`src/rtl/systolic_pkg.sv`:
```
`default_nettype none
// ============================================================================
// systolic_pkg : shared FSM state type and saturating-accumulate helpers
// Revision 1.0
// ============================================================================
package systolic_pkg;

  typedef enum logic [1:0] {
    IDLE  = 2'd0,
    RUN   = 2'd1,
    DRAIN = 2'd2,
    DONE  = 2'd3
  } state_t;

  // Working width of sat_add; callers narrow the result to their own ACC_W.
  localparam int SAT_ARG_W = 64;

  function automatic bit acc_width_ok(input int w, input int acc_w);
    return acc_w >= 2 * w;
  endfunction

  // One extra bit of headroom catches the overflow before clamping to acc_w.
  function automatic logic signed [SAT_ARG_W-1:0] sat_add(
    input logic signed [SAT_ARG_W-1:0] acc,
    input logic signed [SAT_ARG_W-1:0] addend,
    input int                          acc_w,
    input logic                        sat
  );
    logic signed [SAT_ARG_W:0] sum;
    logic signed [SAT_ARG_W:0] hi;
    logic signed [SAT_ARG_W:0] lo;
    logic signed [SAT_ARG_W:0] one;
    one = 1;
    sum = {acc[SAT_ARG_W-1], acc} + {addend[SAT_ARG_W-1], addend};
    hi  = (one <<< (acc_w - 1)) - one;
    lo  = -(one <<< (acc_w - 1));
    if (sat && (sum > hi)) begin
      sum = hi;
    end else if (sat && (sum < lo)) begin
      sum = lo;
    end
    return sum[SAT_ARG_W-1:0];
  endfunction

endpackage
`default_nettype wire

```
`src/rtl/systolic_mac_lane.sv`:
```
`default_nettype none
// ============================================================================
// systolic_mac_lane : one skew stage plus a signed multiply-accumulate
// Revision 1.0
// ============================================================================
module systolic_mac_lane
  import systolic_pkg::*;
#(
  parameter int W      = 8,
  parameter int ACC_W  = 16,
  parameter int N_MACS = 4,
  parameter int LANE   = 0,
  parameter int SAT    = 1
) (
  input  logic                  clk,
  input  logic                  rst,
  input  logic                  zero,
  input  logic                  beat_valid,
  input  logic [W-1:0]          beat_a,
  input  logic [N_MACS*W-1:0]   beat_w,
  output logic                  stage_valid,
  output logic [W-1:0]          stage_a,
  output logic [N_MACS*W-1:0]   stage_w,
  output logic [ACC_W-1:0]      acc,
  output logic                  updated
);

  logic signed [2*W-1:0] prod;
  logic [ACC_W-1:0]      acc_next;

  assign prod     = $signed(stage_a) * $signed(stage_w[LANE*W +: W]);
  assign acc_next = ACC_W'(sat_add(SAT_ARG_W'($signed(acc)), SAT_ARG_W'(prod),
                                   ACC_W, SAT != 0));

  // The whole weight bus rides the chain so later lanes find their slice.
  always_ff @(posedge clk) begin
    if (!rst) begin
      stage_valid <= 1'b0;
      stage_a     <= '0;
      stage_w     <= '0;
      acc         <= '0;
      updated     <= 1'b0;
    end else begin
      stage_valid <= beat_valid;
      stage_a     <= beat_a;
      stage_w     <= beat_w;
      updated     <= 1'b0;
      if (zero) begin
        acc <= '0;
      end else if (stage_valid) begin
        acc     <= acc_next;
        updated <= 1'b1;
      end
    end
  end

endmodule
`default_nettype wire

```
`src/rtl/systolic_layer_engine.sv`:
```
`default_nettype none
// ============================================================================
// systolic_layer_engine : sequencer and skewed MAC array for y[j] = sum a*w[j]
// Revision 1.0
// ============================================================================
module systolic_layer_engine
  import systolic_pkg::*;
#(
  parameter int W      = 8,
  parameter int ACC_W  = 16,
  parameter int N_MACS = 4,
  parameter int LEN_W  = 8,
  parameter int SAT    = 1
) (
  input  logic                      clk,
  input  logic                      rst,
  input  logic                      start,
  input  logic [LEN_W-1:0]          len,
  input  logic                      keep_acc,
  input  logic                      clear_acc,
  input  logic                      in_valid,
  output logic                      in_ready,
  input  logic [W-1:0]              a_in,
  input  logic [N_MACS*W-1:0]       w_in,
  output logic                      out_valid,
  input  logic                      out_ready,
  output logic [N_MACS*ACC_W-1:0]   acc_out,
  output logic [N_MACS-1:0]         lane_valid,
  output logic                      busy
);

  localparam int DRAIN_W  = $clog2(N_MACS + 1);
  localparam bit ACC_W_OK = acc_width_ok(W, ACC_W);

  if (!ACC_W_OK) begin : g_width_check
    $error("systolic_layer_engine: ACC_W must be at least 2*W");
  end

  state_t             state;
  state_t             state_next;
  logic [LEN_W-1:0]   len_q;
  logic [LEN_W-1:0]   beat_cnt;
  logic [DRAIN_W-1:0] drain_cnt;
  logic               xfer;
  logic               last_beat;
  logic               drain_done;
  logic               zero_acc;

  assign in_ready   = (state == RUN);
  assign out_valid  = (state == DONE);
  assign busy       = (state != IDLE);
  assign xfer       = in_valid & in_ready;
  assign last_beat  = xfer && (beat_cnt == len_q - LEN_W'(1));
  assign drain_done = (drain_cnt == DRAIN_W'(N_MACS - 1));
  // A start in the same cycle overrides clear_acc; keep_acc decides then.
  assign zero_acc   = (state == IDLE) && (start ? !keep_acc : clear_acc);

  always_ff @(posedge clk) begin
    if (!rst) state <= IDLE;
    else      state <= state_next;
  end

  always_comb begin
    state_next = state;
    case (state)
      IDLE:    if (start) state_next = (len == '0) ? DONE : RUN;
      RUN:     if (last_beat) state_next = DRAIN;
      DRAIN:   if (drain_done) state_next = DONE;
      DONE:    if (out_ready) state_next = IDLE;
      default: state_next = IDLE;
    endcase
  end

  always_ff @(posedge clk) begin
    if (!rst) begin
      len_q     <= '0;
      beat_cnt  <= '0;
      drain_cnt <= '0;
    end else begin
      if ((state == IDLE) && start) begin
        len_q    <= len;
        beat_cnt <= '0;
      end else if (xfer) begin
        beat_cnt <= beat_cnt + LEN_W'(1);
      end
      if (state == DRAIN) drain_cnt <= drain_cnt + DRAIN_W'(1);
      else                drain_cnt <= '0;
    end
  end

  logic                chain_valid [N_MACS];
  logic [W-1:0]        chain_a     [N_MACS];
  logic [N_MACS*W-1:0] chain_w     [N_MACS];

  for (genvar j = 0; j < N_MACS; j++) begin : g_lane
    logic                beat_v;
    logic [W-1:0]        beat_a;
    logic [N_MACS*W-1:0] beat_w;

    if (j == 0) begin : g_head
      assign beat_v = xfer;
      assign beat_a = a_in;
      assign beat_w = w_in;
    end else begin : g_tail
      assign beat_v = chain_valid[j-1];
      assign beat_a = chain_a[j-1];
      assign beat_w = chain_w[j-1];
    end

    systolic_mac_lane #(
      .W      (W),
      .ACC_W  (ACC_W),
      .N_MACS (N_MACS),
      .LANE   (j),
      .SAT    (SAT)
    ) u_lane (
      .clk         (clk),
      .rst         (rst),
      .zero        (zero_acc),
      .beat_valid  (beat_v),
      .beat_a      (beat_a),
      .beat_w      (beat_w),
      .stage_valid (chain_valid[j]),
      .stage_a     (chain_a[j]),
      .stage_w     (chain_w[j]),
      .acc         (acc_out[j*ACC_W +: ACC_W]),
      .updated     (lane_valid[j])
    );
  end

endmodule
`default_nettype wire

```
`config.mk`:
```
export PLATFORM = sky130hd
export DESIGN_NAME = systolic_layer_engine
export DESIGN_NICKNAME = d
export VERILOG_FILES = /design/src/rtl/systolic_pkg.sv /design/src/rtl/systolic_mac_lane.sv /design/src/rtl/systolic_layer_engine.sv
export SDC_FILE = /design/constraint.sdc
export NUM_CORES = 1
export LEC_CHECK = 0
export ABC_AREA = 1
export CORE_MARGIN = 4
export CORE_UTILIZATION = 50
export CTS_CLUSTER_DIAMETER = 40
export DETAILED_ROUTE_END_ITERATION = 6
export PLACE_DENSITY = 0.73
export SLEW_MARGIN = 30
export SYNTH_ARGS = -nofsm -noshare
export SYNTH_HDL_FRONTEND = slang
export SYNTH_SLANG_ARGS = --single-unit
export TNS_END_PERCENT = 10
```
`constraint.sdc`:
```
create_clock -name clk -period 6.68 [get_ports clk]
set_input_delay 1.336 -clock clk [delete_from_list [all_inputs] [get_ports clk]]
set_output_delay 1.336 -clock clk [all_outputs]
set_load 0.05 [all_outputs]
```
==> metrics <==
Congestion Overflow GR=0; post-CTS setup buffers=0; sw frac=32.6%; post-route setup slack=1420 ps; Root Buffer=clkbuf_16; Final #Nets=3,140; Crit path required time=7070 ps; Post-synth EDFFs=0; Clock Tree Buf Depth=3; syn_area_per_cell=7.93 sq um; vias in the first global route=15,918; pwr dens=183 nW/um^2; post-CTS sizing=0; clock power share=42.7%; fillers=3,620; row cnt=73; YS warnings=0; GPL Wtd Cong=0.880; WS Path Type=flip-flop to flip-flop; Max Freq=190 MHz; Die X-Extent=209 microns; n_diodes=0; Static Leak=0.0135 uW; Slew HR=50.5%; synth top area cells=fa_1, dfxtp_1, inv_1, nand2_1, ha_1; setup TNS=0 ps; crit-path max FO=15; Async SR Flop Fraction=0%; fin cells=3,166; max-cap violation count=0; antenna-violating nets left=0; # DRC=0; CTS H-Tree Depth=2; initial core utilization=50.8%; top-level I/O count=126; initial antenna violation count=0; number of synthesized register bits=205; RSZ-0062 raised after global routing=false; internal power=2830 uW; Top FF cell, synth=dfxtp_1; WHS=406 ps; CTS sink count=205; Synth cell types=43; Mapped Area=20,200 sq um; share of the synthesized area in the top cell type=30.1%; crit start category=flip-flop; first-pass GRT wire length=75,500 microns; CTS tree=done; Yosys top cell by area=fa_1; Max VDD drop=0.229 mV; status=complete, no violations; Worst Hold Class=flip-flop to flip-flop; register area share after synthesis=20.3%; DP Worst Slack=1430 ps; clock buffer count from CTS=34; hold_buf cts=0; Total GRT Usage=20.5%; drt first pass iters=5; largest net degree at the start of global routing=102; Least-Margin Pin Slew=742 ps; Max Slew Vio Count=0; Clock transition at path regs=60 ps; hpwl dp=35,600 microns; Fin. Hold Viols=0; Comb pwr share=24.7%; Mapped Cells=2,548; Psw=1370 uW; Worst-Skew Late Latency=530 ps; synth cell count leaders=inv_1, nand2_1, fa_1, dfxtp_1, ha_1; syn nets=3,071; CP arrival=5650 ps; vias per cell=4.80; wire per inst=13.7 microns; Worst setup EP type=flip-flop; area grow syn2layout=13.4%; 1st-iter DRT viols=597; placed cell count=3,106; Reg power frac=32.5%; Setup Skew=14.9 ps; Die Span Y=209 microns; via count=15,193; die area=43,700 sq um; top-count cell post-synth=inv_1; Total Wirelength=43,400 microns; final critical-path share of the clock period=78.8%; Setup violations, final=0; fraction of final layout cells sized beyond drive strength 1=4.54%; Buffers on Ports=125; core footprint=39,800 sq um; fin crit period=5260 ps
-- area by class of cell --
cell class	instances	area [sq um]	share of cell area [%]
Clock buffer	43	936	4.08
Clock inverter	17	231	1.01
Inverter	668	2510	10.9
Multi-Input combinational cell	1580	13200	57.6
Sequential cell	205	4100	17.9
Tap cell	525	657	2.87
Timing Repair Buffer	128	1270	5.56
-- metal layers --
| metal | track usage (%) | part of all wire (%) |
|---|---|---|
| met3 | 2.84 | 4.2 |
| met5 | 0 | 0 |
| met2 | 36.0 | 50 |
| met4 | 5.09 | 2.0 |
| met1 | 27.1 | 44 |
-- power by group through the flow --
stage / Clock (uW) / Sequential [uW] / Combinational (uW)
finish: 1800 / 1370 / 1040
floorplan: 0 / 1380 / 780
global route: 1890 / 1380 / 1190
global placement: 0 / 1390 / 1020
detailed placement: 0 / 1390 / 1040
CTS: 1840 / 1370 / 1050
-- state kept, by name, summed over array words and instances (netlist names) --
name and flops:
state 2, g_lane.u_lane.acc 64, g_lane.u_lane.stage_valid 4, g_lane.u_lane.updated 4, g_lane.u_lane.stage_w 80, len_q 8
g_lane.u_lane.stage_a 32, beat_cnt 8, drain_cnt 3
-- kinds of logic after synthesis --
group                    Yosys count  share of synthesized area [%]
adder cells (fa/ha/maj)          468                           40.3
XOR/XNOR                          45                           2.10
buffers and inverters            763                           14.4
flip-flops                       205                           20.3
AND/OR/NAND/NOR                  859                           17.3
AO/OA/AOI/OAI                    208                           5.70
-- worst paths after layout --
path                                                    from                           end  slack (ps)  depth (start not counted)
worst max-delay path             g_lane[1].u_lane.stage_a[7]       g_lane[1].u_lane.acc[3]        1420                         16
worst min-delay path            g_lane[0].u_lane.stage_w[19]  g_lane[1].u_lane.stage_w[19]         410                          2
worst max register to register   g_lane[1].u_lane.stage_a[7]       g_lane[1].u_lane.acc[3]        1420                         16
worst min register to register  g_lane[0].u_lane.stage_w[19]  g_lane[1].u_lane.stage_w[19]         410                          2
-- cell usage in the layout, fill, tap and decap left out, types with 65 or more instances in the layout --
cell type,netlist,layout
clkdlybuf4s50_1,0,124
dfxtp_1,205,205
ha_1,164,164
nor2_1,86,86
o21ai_0,65,65
fa_1,304,304
nand3_1,65,65
inv_1,662,662
a21oi_1,109,109
nand2_1,649,649
-- critical path, stage by stage, from the launching register on --
cell,delay (ps)
dfxtp_1,510
nand2_1,200
inv_1,360
fa_1,520
fa_1,530
inv_1,60
fa_1,530
inv_1,50
fa_1,440
ha_1,300
ha_1,340
a21oi_1,160
o21a_1,150
nand3_2,140
xor2_2,190
a21oi_4,480
a21oi_1,150
-- metrics by stage --
step | total power (uW) | util, % | cell area, sq um
after floorplan | 2170 | - | 20200
after global placement | 2410 | 54.6 | 21700
after detailed placement | 2430 | 54.6 | 21700
after CTS | 4260 | 57.5 | 22900
after global routing | 4450 | 57.5 | 22900
final | 4200 | 57.5 | 22900
(Power assumes the default switching activity.)
